### src/rtl/uart_rx_fifo_pkg.sv
// System-wide constants shared by the UART receive path and the bus decoder.
// Holds the FIFO count-width rule and the MMIO map through which software
// reaches the receive FIFO.
package uart_rx_fifo_pkg;

    // The occupancy counter needs one bit more than the pointers so that
    // "completely full" (count == DEPTH) is distinct from "empty" (count == 0).
    function automatic int fifoCountWidth(input int depth);
        return $clog2(depth) + 1;
    endfunction

    // Reading the data address returns the head byte and pops it.
    localparam logic [11:0] UART_RX_DATA_ADDR   = 12'h400;

    // Reading the status address returns {overflow, underflow, full, !empty}.
    localparam logic [11:0] UART_RX_STATUS_ADDR = 12'h401;

    // Bit layout of the status word, MSB first, as seen by software.
    typedef struct packed {
        logic overflow;
        logic underflow;
        logic full;
        logic notEmpty;
    } uartRxStatus_t;

endpackage

### src/rtl/uart_rx_fifo.sv
// Receive-side FIFO that sits between the UART receiver and the bus.
// First-word-fall-through: the head entry is always visible on O_data.
// Dropped pushes and ignored pops are recorded in sticky flags that
// software clears explicitly.
module uart_rx_fifo
    import uart_rx_fifo_pkg::*;
#(
    parameter int DEPTH = 16,
    parameter int WIDTH = 8
) (
    input  logic                               I_clk,
    input  logic                               I_reset,
    input  logic                               I_push,
    input  logic [WIDTH-1:0]                   I_data,
    input  logic                               I_pop,
    input  logic                               I_clear_flags,
    output logic [WIDTH-1:0]                   O_data,
    output logic                               O_empty,
    output logic                               O_full,
    output logic [fifoCountWidth(DEPTH)-1:0]   O_count,
    output logic                               O_overflow,
    output logic                               O_underflow
);

    localparam int PtrWidth   = $clog2(DEPTH);
    localparam int CountWidth = fifoCountWidth(DEPTH);
    localparam logic [CountWidth-1:0] FullCount = CountWidth'(DEPTH);

    logic [WIDTH-1:0]      r_mem [DEPTH];
    logic [PtrWidth-1:0]   r_wp;
    logic [PtrWidth-1:0]   r_rp;
    logic [CountWidth-1:0] r_count;
    logic                  r_overflow;
    logic                  r_underflow;

    logic w_isEmpty;
    logic w_isFull;
    logic w_popOk;
    logic w_pushOk;
    logic w_setOverflow;
    logic w_setUnderflow;

    // Accept/reject decisions; a pop on a full FIFO frees the slot that a
    // same-cycle push then takes, but an empty FIFO never bypasses.
    always_comb begin
        w_isEmpty      = (r_count == '0);
        w_isFull       = (r_count == FullCount);
        w_popOk        = I_pop && !w_isEmpty;
        w_pushOk       = I_push && (!w_isFull || w_popOk);
        w_setOverflow  = I_push && !w_pushOk;
        w_setUnderflow = I_pop && w_isEmpty;
    end

    // Storage array has no reset; stale contents are unreachable once the
    // pointers and count are cleared.
    always_ff @(posedge I_clk) begin
        if (!I_reset && w_pushOk) begin
            r_mem[r_wp] <= I_data;
        end
    end

    // Pointers and occupancy; pointers wrap naturally at their bit width.
    always_ff @(posedge I_clk) begin
        if (I_reset) begin
            r_wp    <= '0;
            r_rp    <= '0;
            r_count <= '0;
        end else begin
            if (w_pushOk) begin
                r_wp <= r_wp + 1'b1;
            end
            if (w_popOk) begin
                r_rp <= r_rp + 1'b1;
            end
            case ({w_pushOk, w_popOk})
                2'b10:   r_count <= r_count + 1'b1;
                2'b01:   r_count <= r_count - 1'b1;
                default: r_count <= r_count;
            endcase
        end
    end

    // Sticky error flags; a new event in the same cycle as a clear wins.
    always_ff @(posedge I_clk) begin
        if (I_reset) begin
            r_overflow  <= 1'b0;
            r_underflow <= 1'b0;
        end else begin
            r_overflow  <= w_setOverflow  || (r_overflow  && !I_clear_flags);
            r_underflow <= w_setUnderflow || (r_underflow && !I_clear_flags);
        end
    end

    // Outputs come straight from registered state, never from I_push/I_pop.
    always_comb begin
        O_data      = r_mem[r_rp];
        O_empty     = (r_count == '0);
        O_full      = (r_count == FullCount);
        O_count     = r_count;
        O_overflow  = r_overflow;
        O_underflow = r_underflow;
    end

endmodule

### config.mk
export PLATFORM = sky130hd
export DESIGN_NAME = uart_rx_fifo
export DESIGN_NICKNAME = d
export VERILOG_FILES = /design/src/rtl/uart_rx_fifo_pkg.sv /design/src/rtl/uart_rx_fifo.sv
export SDC_FILE = /design/constraint.sdc
export NUM_CORES = 1
export LEC_CHECK = 0
export CAP_MARGIN = 25
export CORE_ASPECT_RATIO = 1.25
export CORE_MARGIN = 2
export CORE_UTILIZATION = 60
export DETAILED_ROUTE_END_ITERATION = 10
export PLACE_DENSITY_LB_ADDON = 0.2
export SYNTH_ARGS = -nofsm -noshare
export SYNTH_HDL_FRONTEND = slang
export SYNTH_SLANG_ARGS = --single-unit
### constraint.sdc
create_clock -name I_clk -period 5 [get_ports I_clk]
set_input_delay 0.5 -clock I_clk [delete_from_list [all_inputs] [get_ports I_clk]]
set_output_delay 0.5 -clock I_clk [all_outputs]
set_load 0.02 [all_outputs]
# Yosys cells after proc, flatten, opt, wreduce, memory -nomap -nowiden
# Memory sizes are Yosys's and may differ from the RTL's. A register that Yosys moved wholly into a read port is not among the register bits.
# Cells that the tools add are included.
# classes
add_sub_neg	4
n_eq_ne	3
muxes	5
reduce_logical	17
# ops
cell	count
$pmux 5 s2	1
$add 4x1->4 const B	2
$mux 4	2
$logic_and 1x1->1	7
$add 5x1->5 const B	1
$eq 5x5->1 const B	1
$logic_not 1->1	5
$logic_not 5->1	1
$sub 5x1->5 const B	1
$logic_or 1x1->1	3
$eq 2x1->1 const B	1
$eq 2x2->1 const B	1
$mux 1	2
$reduce_bool 2->1	1
# word_totals
reg_bits	15
ramBits	128
inputBits	13
out_inout_bits	17
elab_cells	35
n_memories	1
# memory_table
name	depth	word_bits	rd	rd_ports_with_merged_regs	wr	line	source
r_mem	16	8	1	1	1	uart_rx_fifo.sv:29	logic [WIDTH-1:0] r_mem [DEPTH];

# Depth between registers and ports, before layout
# Gate-level depths: netlist (run 1).
# depth
ltp_word	8
ltp_mapped	9
ltp_nobuf	8

# Least setup slack after synthesis (run 1)
# OpenSTA, ideal clock, no wires.
# synth_path
kind	reg2reg
start	reg r_count[0] (netlist: O_count[0])
end	reg r_count[4] (netlist: O_count[4])
setup_time_ns	0.134
t_arrival_ns	2.478
required_time_ns	4.866
setup_slack_ns	2.388
stages_incl_launch_ff	10
path_buffers	1
synth_period_minus_slack_ns	2.612
cell_sequence	dfxtp_1 > or4_1 > buf_6 > o21ai_4 > inv_2 > ha_1 > nand2b_1 > o2bb2ai_1 > a2111oi_0 > or4_1
# synth_between
elab_chain_cells	7
elab_cells_between_ends	13
cone_classes	add/sub: 2; eq/ne: 3; mux: 1; reduce/logical: 7
# synth_rtl
item	line	source
start, declared	uart_rx_fifo.sv:32	logic [CountWidth-1:0] r_count;
start signal, assigned	uart_rx_fifo.sv:76	2'b10: r_count <= r_count + 1'b1;
start signal, assigned	uart_rx_fifo.sv:77	2'b01: r_count <= r_count - 1'b1;
start signal, assigned	uart_rx_fifo.sv:78	default: r_count <= r_count;
$logic_not 5->1	uart_rx_fifo.sv:46	w_isEmpty = (r_count == '0);
$logic_not 1->1	uart_rx_fifo.sv:48	w_popOk = I_pop && !w_isEmpty;
$logic_and 1x1->1	uart_rx_fifo.sv:48	
$logic_or 1x1->1	uart_rx_fifo.sv:49	w_pushOk = I_push && (!w_isFull || w_popOk);
$logic_and 1x1->1	uart_rx_fifo.sv:49	
$eq 2x1->1 / $eq 2x2->1 (equally long branches)	uart_rx_fifo.sv:75	case ({w_pushOk, w_popOk})
$pmux 5 s2 / $reduce_bool 2->1 (equally long branches)	-	
# Several ways; a longest one is shown, not always the timed one.
# A chain may end at the register's enable or synchronous reset.

==> metrics.yaml, run 1 <==
status:
  status: "finished, final reports clean"
pwr:
  cellPowerDensity_mw_per_mm2: 504
  finalPower_w: 0.00347
  irDropWorstVdd_mv: 0.358
  p_leak_nw: 2.26
placement:
  routabilityCongestion: 0.779
  io_buffers: 29
  place_area_mm2: 0.00630
  hpwl_mm: 7.18
critical_path:
  worstSetupPathType: "reg -> out"
  startpoint_type: "flop"
  worstPathArrival_ps: 3090
  cp_slowest_cell: "dfxtp_2"
  cp.required_ps: 4500
  crit_buf_inv: 2
  crit_path_end_kind: "primary output"
  critPathTopFamily: "buffers and inverters"
  max_stage_delay_ps: 870
  r2r_start: "O_count[0]$_SDFFE_PP0P_"
  cp_max_fo: 23
  worstPathCellList: "buf_4 -> mux4_2 -> a22oi_1 -> nand2_1 -> clkdlybuf4s50_1"
floorplan:
  die_w_um: 92.8
  core_mm2: 0.00961
  dieArea_mm2: 0.0107
  rows: 40
  start_util_pct: 61.5
  die_y_um: 115
  io_pins: 30
clock_tree:
  numCtsBuffers: 17
  cts-root-buf: "clkbuf_16"
  clock_path_buffers: 2
  cts_tree: "yes"
  htree_levels: 4
  clock-sinks: 147
  clk_pin_slew_ps: 50
  cts_setup_buffers: 0
  ctsHoldBuffers: 0
  clk_latency_ps: 410
  ctsResizeCount: 0
cells_and_area:
  final_net_count: 391
  post-route-util_pct: 71.7
  synthToLayoutAreaGrowth_pct: 16.6
  diodes: 0
  design_area_mm2: 0.00689
  drive_above_1_share_pct: 18.6
synth:
  syn_inst: 334
  synth_edf_count: 128
  synth_top_family_by_area: "multiplexers"
  synth.ff_latch_count: 147
  ys_seq_area_share_pct: 71.5
  async_flop_share_pct: 0
  synth-adder-area-share_pct: 2.03
  syn_area_mm2: 0.00591
  syn_avg_cell_area_um2: 17.7
  synthXorXnorAreaFrac_pct: 0.741
  synthMuxAreaShare_pct: 13.3
  yosys.area_share.simple_pct: 6.03
  ys.flop_type: "edfxtp_1"
  synth_nets: 356
  ys_warn_count: 0
  synth_compound_area_share_pct: 4.72
  synth_cell_types: 43
sta:
  rsz0062_at_grt: "no"
  maxSlewViolCount: 0
  clock.fmax_mhz: 279
  finalCritPeriodShare_pct: 71.8
  tns_ps: 0
  clock_skew_ps: 4.56
  setup_violations: 0
  worstMarginPinSlew_ps: 958
  hold_viol_final: 0
  hold_ws_ps: 493
  max_slew_margin_pct: 35.9
  period_minus_slack_ps: 3590
drt:
  maxUsedRoutingLayer: "met4"
  drc: 0
  drt-met1-wl_mm: 4.38
  via_per_inst: 6.10
  post_drt_wl_per_cell_um: 22.0
  wl_met3_um: 529
  drt-total-wl_mm: 11.2
  met2_length_mm: 6.11
  drt_iter0_markers: 265
  antenna_left: 0
  num_vias: 3098
  dr.pass1.iters: 5
global_route:
  grt_max_degree: 24
  grt_pass1_wl_mm: 17.6
  grtUsageTotal_pct: 23.0
  grt_antenna_before_repair: 0
  grt_pass1_vias: 3243
  grt_overflow_total: 0
hold_path:
  min_from: "O_overflow$_SDFF_PP0_"
  min_path_type: "reg -> reg"
job:
  maxCapViolations: 0
cell families after synthesis:
group | after synthesis
AO/OA/AOI/OAI | 37
XOR/XNOR | 5
adder cells (fa/ha/maj) | 9
buffers and inverters | 24
flip-flops | 147
multiplexers | 38
AND/OR/NAND/NOR | 74
Yosys cell counts, types with 2 or more instances:
master | number | share of area [%]
clkbuf_1 | 9 | 0.57
inv_1 | 7 | 0.44
a21oi_1 | 4 | 0.34
xnor2_1 | 2 | 0.30
nand2_1 | 13 | 0.83
nand2b_1 | 4 | 0.42
nor3_1 | 3 | 0.25
nor2b_1 | 7 | 0.74
buf_1 | 2 | 0.13
dfxtp_1 | 19 | 6.4
o21a_1 | 4 | 0.51
buf_2 | 4 | 0.34
xor2_1 | 3 | 0.44
edfxtp_1 | 128 | 65
ha_1 | 8 | 1.7
nand3_1 | 4 | 0.34
mux2i_1 | 4 | 0.68
a22oi_1 | 16 | 2.0
mux4_2 | 32 | 12
nor2_1 | 31 | 2.0
nor3b_1 | 2 | 0.25
o21ai_0 | 3 | 0.25
or4_1 | 3 | 0.38
nand4_1 | 2 | 0.21
mux2_2 | 2 | 0.38
cells in the final DEF, fill, tap and decap left out, types with 2 or more instances in the layout:
cell type	netlist	final
clkbuf_16	0	17
ha_1	8	8
clkdlybuf4s50_1	0	29
bufinv_16	0	3
nor2_1	31	31
mux2i_1	4	4
nor2b_1	7	7
mux4_2	32	32
dfxtp_1	19	18
inv_1	7	7
xor2_1	3	3
nand2_1	13	13
clkbuf_1	9	2
a21oi_1	4	4
clkinvlp_4	0	2
nand2b_1	4	4
clkinv_2	0	5
mux2_2	2	2
nand3_1	4	4
nor3b_1	2	2
a22oi_1	16	16
or4_1	3	3
edfxtp_1	128	128
nor3_1	3	3
xnor2_1	2	2
o21ai_0	3	3
buf_4	0	2
o21a_1	4	4
clkinv_1	0	3
nand4_1	2	2
flip-flops by register name, summed over array words and instances (netlist names), named ones only:
register and cells:
r_wp 4, O_count 5, O_underflow 1, O_overflow 1, r_rp 4, r_mem 128
power breakdown:
group	internal [W]	switching (W)
logic	0.000402	0.000355
registers	0.00138	0.000106
clock network	0.000773	0.000453
final timing paths:
check / end / slack (ps) / depth (start not counted)
max reg2reg: O_count[4]$_SDFFE_PP0P_ / 2070 / 7
min reg2reg: O_overflow$_SDFF_PP0_ / 490 / 2
max: O_data[1] / 1410 / 5
min: O_overflow$_SDFF_PP0_ / 490 / 2
per-layer routing:
layer | GRT usage (%) | vias up
met2 | 39.6 | 104
met5 | 0 | -
met3 | 5.83 | 12
met4 | 7.84 | 0
li1 | - | 1394
met1 | 28.9 | 1588
layout make-up:
type,count,area [um2]
fill,633,2720
multi-input combinational,163,1580
clock inverter,13,141
clock buffer,19,433
timing repair buffer,32,320
sequential,147,4230
inverter,8,30.0
tap,126,158
per-stage QoR:
stage / setup slack, ps / std cells
floorplan: 2390 / 334
global placement: 1830 / 475
detailed placement: 1800 / 475
CTS: 1350 / 507
global route: 1170 / 508
finish: 1410 / 508
worst reg2reg max path: cells and delay by family (launching register included):
kind / cells / cell delay [ps]
fa+ha+maj: 1 / 330
simple gates: 2 / 1300
compound gates: 3 / 700
buf+inv: 1 / 120
flops: 1 / 360
(Power assumes the default switching activity.)
==> run 2: changes to the inputs <==
--- a/config.mk
+++ b/config.mk
@@ -8,7 +8,7 @@
 export CAP_MARGIN = 25
 export CORE_ASPECT_RATIO = 1.25
 export CORE_MARGIN = 2
-export CORE_UTILIZATION = 60
+export CORE_UTILIZATION = 59
 export DETAILED_ROUTE_END_ITERATION = 10
 export PLACE_DENSITY_LB_ADDON = 0.2
 export SYNTH_ARGS = -nofsm -noshare
==> constraint.sdc (replaced) <==
create_clock -name I_clk -period 3.53 [get_ports I_clk]
set_input_delay 0.353 -clock I_clk [delete_from_list [all_inputs] [get_ports I_clk]]
set_output_delay 0.353 -clock I_clk [all_outputs]
set_load 0.02 [all_outputs]
==> metrics.yaml, run 2 (synthesis results as in run 1) <==
critical_path:
  worstPathArrival_ps: 2690  # was 3090 ps
  startpoint_type: "flop"  # unchanged
  max_stage_delay_ps: 550  # was 870 ps
  crit_path_end_kind: "primary output"  # unchanged
  cp_max_fo: 10  # was 23
  critPathTopFamily: "buffers and inverters"  # unchanged
  cp.required_ps: 3180  # was 4500 ps
  worstSetupPathType: "reg -> out"  # unchanged
  crit_buf_inv: 2  # unchanged
  cp_slowest_cell: "dfxtp_2"  # unchanged
  worstPathCellList: "buf_4 -> mux4_2 -> a22oi_1 -> nand2_1 -> clkdlybuf4s50_1"  # unchanged
sta:
  clock_skew_ps: 9.77  # was 4.56 ps
  hold_viol_final: 0  # unchanged
  finalCritPeriodShare_pct: 86.3
  max_slew_margin_pct: 42.7  # was 35.9%
  tns_ps: 0  # unchanged
  clock.fmax_mhz: 328
  fin_ws_ps: 484  # was 1410 ps
  maxSlewViolCount: 0  # unchanged
  setup_violations: 0  # unchanged
  worstMarginPinSlew_ps: 858  # was 958 ps
  rsz0062_at_grt: "no"  # unchanged
  period_minus_slack_ps: 3050
global_route:
  grt_overflow_total: 0  # unchanged
  grt_antenna_before_repair: 0  # unchanged
  grt_pass1_vias: 3260  # was 3243
  grtUsageTotal_pct: 23.9  # was 23.0%
  grt_pass1_wl_mm: 18.3  # was 17.6 mm
  grt_max_degree: 33  # was 24
cells_and_area:
  largest-register: "r_mem"  # unchanged
  largest_reg_flops: 128  # unchanged
  drive_above_1_share_pct: 23.5  # was 18.6%
  synthToLayoutAreaGrowth_pct: 19.5  # was 16.6%
  diodes: 0  # unchanged
  final_net_count: 409  # was 391
  post-route-util_pct: 73.1  # was 71.7%
  fillers: 552  # was 633
  layout_common_cells: "edfxtp_1 (128), mux4_2 (32), nor2_1 (31)"  # unchanged
  final_common_cell: "edfxtp_1"  # unchanged
  stdcell_count: 526  # was 508
placement:
  dp.cells: 494  # was 475
  io_buffers: 29  # unchanged
  routabilityCongestion: 0.769  # was 0.779
  hpwl_mm: 7.53  # was 7.18 mm
  dp_slack_ps: 593  # was 1800 ps
pwr:
  p_leak_nw: 2.36  # was 2.26 nW
  irDropWorstVdd_mv: 0.522  # was 0.358 mV
  finalPower_w: 0.00505  # was 0.00347 W
  cellPowerDensity_mw_per_mm2: 715  # was 504 mW/mm2
drt:
  antenna_left: 0  # unchanged
  via_per_inst: 6.01  # was 6.10
  num_vias: 3161  # was 3098
  drt-total-wl_mm: 11.7  # was 11.2 mm
  post_drt_wl_per_cell_um: 22.2  # was 22.0 um
  drt_iter0_markers: 155  # was 265
  dr.pass1.iters: 4  # was 5
  drc: 0  # unchanged
clock_tree:
  ctsHoldBuffers: 0  # unchanged
  cts_tree: "yes"  # unchanged
  cts-root-buf: "clkbuf_16"  # unchanged
  htree_levels: 4  # unchanged
  ctsResizeCount: 0  # unchanged
  cts_setup_buffers: 0  # unchanged
  clk_latency_ps: 420  # was 410 ps
  clock-sinks: 147  # unchanged
  numCtsBuffers: 17  # unchanged
  clk_pin_slew_ps: 60  # was 50 ps
  clock_path_buffers: 2  # unchanged
floorplan:
  rows: 40  # unchanged
  die_w_um: 93.5  # was 92.8 um
  dieArea_mm2: 0.0108  # was 0.0107 mm2
  start_util_pct: 61.2  # was 61.5%
  die_y_um: 116  # was 115 um
  core_mm2: 0.00966  # was 0.00961 mm2
  io_pins: 30  # unchanged
hold_path:
  min_path_type: "reg -> reg"  # unchanged
status:
  status: "finished, final reports clean"  # unchanged
job:
  maxCapViolations: 0  # unchanged
run 2: per-stage QoR:
stage | hold slack (ps) | cell area, um2
6_report | 475 | 7060
5_1_grt | 513 | 7060
4_1_cts | 484 | 7060
3_5_place_dp | 468 | 6460
3_3_place_gp | 461 | 6460
2_1_floorplan | 452 | 5910
run 2: final timing paths:
path	slack [ps]	startpoint	endpoint	depth (start not counted)
hold / removal	480	O_overflow$_SDFF_PP0_	O_overflow$_SDFF_PP0_	2
hold reg to reg	480	O_overflow$_SDFF_PP0_	O_overflow$_SDFF_PP0_	2
setup reg to reg	590	O_count[0]$_SDFFE_PP0P_	O_count[4]$_SDFFE_PP0P_	7
setup / recovery	480	flop	O_data[4]	5
run 2: area by class of cell:
class / instances / area (um2) / area share (%)
clock buffers: 17 / 425 / 6.02
clock inverters: 15 / 183 / 2.59
inverters: 8 / 30.0 / 0.425
multi-input cells: 163 / 1580 / 22.4
flip-flops and latches: 147 / 4230 / 59.8
well taps: 126 / 158 / 2.23
repair buffers: 50 / 460 / 6.52
run 2: report_power, final:
group / switching (W) / internal [W] / total, W
Clock: 0.000703 / 0.00111 / 0.00182
Sequential: 0.0000938 / 0.00196 / 0.00205
Combinational: 0.000586 / 0.000600 / 0.00119
run 2: worst register-to-register path, stage by stage (launching register included):
cell       delay [ps]
dfxtp_1           360
or4_1             770
o21ai_4           280
inv_2             110
ha_1              330
o2bb2ai_1         320
a2111oi_0         120
or4_1             530
run 2: layer usage:
layer	part of all wire [%]	global-route usage (%)	up-vias
met5	0	0	-
met2	54	41.8	90
met4	2.3	10.0	0
li1	-	-	1430
met3	4.3	5.46	22
met1	39	28.7	1619
==> run 3: changes to the inputs <==
--- a/config.mk
+++ b/config.mk
@@ -5,6 +5,7 @@
 export SDC_FILE = /design/constraint.sdc
 export NUM_CORES = 1
 export LEC_CHECK = 0
+export ABC_CLOCK_PERIOD_IN_PS = 3530
 export CAP_MARGIN = 25
 export CORE_ASPECT_RATIO = 1.25
 export CORE_MARGIN = 2
==> results of run 3 <==
Same layout as run 2: the final DEF is identical, and so are final timing and power.
==> variant: new RTL, flow settings as in run 2 <==
The parameter `DEPTH` goes from 16 to 32.
--- a/src/rtl/uart_rx_fifo.sv
+++ b/src/rtl/uart_rx_fifo.sv
@@ -7,3 +7,3 @@
 #(
-    parameter int DEPTH = 16,
+    parameter int DEPTH = 32,
     parameter int WIDTH = 8
Interface: changed (resized O_count); port bits go from 30 to 31. The function was not compared with the original's and may differ.
==> variant against run 2 <==
Area after synthesis increased by 88%. Clock power increased by 57%. Critical endpoint is now O_data[2]. Routed wire length increased by 99%. Cell area increased by 85%. Worst setup slack got worse by 0.30 ns. Sequential cell count increased by 132. Combinational power increased by 66%. Largest cell class unchanged. Power increased by 71%.
==> variant: results (changes against run 2) <==
stage;metric;value;unit;change
final_layout;layout cell share with drive strength beyond 1;29.0;%;was 23.5%
global_route;first-pass GRT wire length;34300;um;was 18300 um
status;outcome;complete, no violations;;unchanged
worst_setup_path;delay-heaviest family, CP;multiplexers;;was buffers and inverters
clocking;postcts setup bufs;0;;unchanged
final_layout;Largest Register;r_mem;;unchanged
place;IO Port Bufs;30;;was 29
logic_synthesis;Synth Warn #;0;;unchanged
min_path;Hold Path Class;in -> reg;;was reg -> reg
logic_synthesis;register area share after synthesis;73.4;%;was 71.5%
global_route;largest net degree at the start of global routing;36;;was 33
place;Final GP Congestion;0.747;;was 0.769
logic_synthesis;Post-Syn Nets;569;;was 356
worst_setup_path;Critical Path Max Stage Delay;0.53;ns;was 0.55 ns
clocking;root buffer cell;clkbuf_16;;unchanged
detailed_routing;First-pass DRT Iterations;4;;unchanged
pwr;cell-internal power;0.00640;W;was 0.00367 W
worst_setup_path;Worst EP arrival;3.00;ns;was 2.69 ns
clocking;Worst-Skew Late Latency;0.53;ns;was 0.42 ns
clocking;clock slew at reported path FFs;0.06;ns;about the same
clocking;H-tree Lvls;1;;was 4
pwr;Clk network pwr share;33.0;%;was 36.0%
logic_synthesis;Post-synth EDFFs;256;;was 128
worst_setup_path;R2R setup slack;0.58;ns;
detailed_routing;drt wl/cell;26.4;um;was 22.2 um
logic_synthesis;top cells by count, synth;256 x edfxtp_1, 80 x mux4_2, 50 x nor2_1, 23 x dfxtp_1;;was 128 x edfxtp_1, 32 x mux4_2, 31 x nor2_1, 19 x dfxtp_1, 16 x a22oi_1
worst_setup_path;Max FO, Critical Path;15;;was 10
sta;WHS;0.516;ns;was 0.475 ns
final_layout;NumNets Final;652;;was 409
final_layout;max reg flops;256;;was 128
global_route;initial antenna violation count;1;;was 0
detailed_routing;post-route ant nets;0;;unchanged
detailed_routing;drt initial violations;536;;was 155
pwr;maximum vdd drop;0.000464;V;was 0.000522 V
clocking;CTS max path bufs;3;;was 2
pwr;Comb power;0.00198;W;was 0.00119 W
worst_setup_path;Slowest-stage cell, CP;mux4_2;;was dfxtp_2
logic_synthesis;Synth async-reset ratio;0;%;unchanged
global_route;gr usage total;23.5;%;was 23.9%
pwr;Final Power;0.00862;W;was 0.00505 W
final_layout;antenna diode count;0;;unchanged
pwr;Leak;4.20;nW;was 2.36 nW
logic_synthesis;top post-synthesis cells by area;edfxtp_1 69%, mux4_2 16%, dfxtp_1 4.1%;;was edfxtp_1 65%, mux4_2 12%, dfxtp_1 6.4%
clocking;total CTS buffers;27;;was 17
sta;Slew @ Worst Pin;0.730;ns;was 0.858 ns
logic_synthesis;Netlist cell types;45;;was 43
place;HPWL Detailed;14400;um;was 7530 um
detailed_routing;vias;5565;;was 3161
sta;final clock skew;0.0107;ns;was 0.00977 ns
==> variant: timing repair <==
action                                  in CTS  in global routing
resized for setup                            8                  2
hold endpoints to repair                     0                  0
endpoints found under the setup margin       2                  2
gates cloned                                 1                  1
pin swaps                                    0                  0
hold buffers                                 0                  0
==> variant: cell families (layout without fill, tap and decap cells) <==
logic type	after synthesis	in the layout	share of synthesized area [%]
multiplexers	92	92	17.4
buffers and inverters	35	137	1.35
XOR/XNOR	9	9	0.710
adder cells (fa/ha/maj)	10	10	1.19
AND/OR/NAND/NOR	91	91	3.86
flip-flops	279	279	73.4
AO/OA/AOI/OAI	30	30	2.07
==> variant: worst paths after layout <==
| path | start | cells after the start | to |
|---|---|---|---|
| worst max register to register | O_count[0]$_SDFFE_PP0P_ | 9 | O_count[5]$_SDFFE_PP0P_ |
| worst min-delay path | I_clear_flags | 4 | O_underflow$_SDFF_PP0_ |
| worst max-delay path | flop | 5 | O_data[2] |
| worst min register to register | r_rp[4]$_SDFFE_PP0N_ | 2 | flop |
==> variant: layout make-up <==
type	count	area, um^2
flip-flops and latches	279	8150
fillers	1111	5580
multi-input cells	232	2800
repair buffers	82	911
clock buffers	29	683
well taps	232	290
clock inverters	19	195
inverters	7	26.3
==> variant: layer usage <==
layer,part of all wire [%],wire (um),vias up,GRT usage [%]
met1,40,9370,2896,33.0
met3,6.4,1490,44,3.84
met2,51,11800,229,39.1
li1,-,-,2394,-
met4,2.3,545,2,6.65
met5,0.056,13,-,0
==> variant: stage by stage <==
stage               setup WS, ns  instance area (um^2)  util (%)  instances
floorplan                  0.590                 11100         -        546
global placement           0.534                 11900      64.1        823
detailed placement         0.544                 12000      64.3        825
CTS                      0.00509                 12900      69.2        874
global route               0.104                 13100      70.1        880
finish                     0.180                 13100      70.1        880
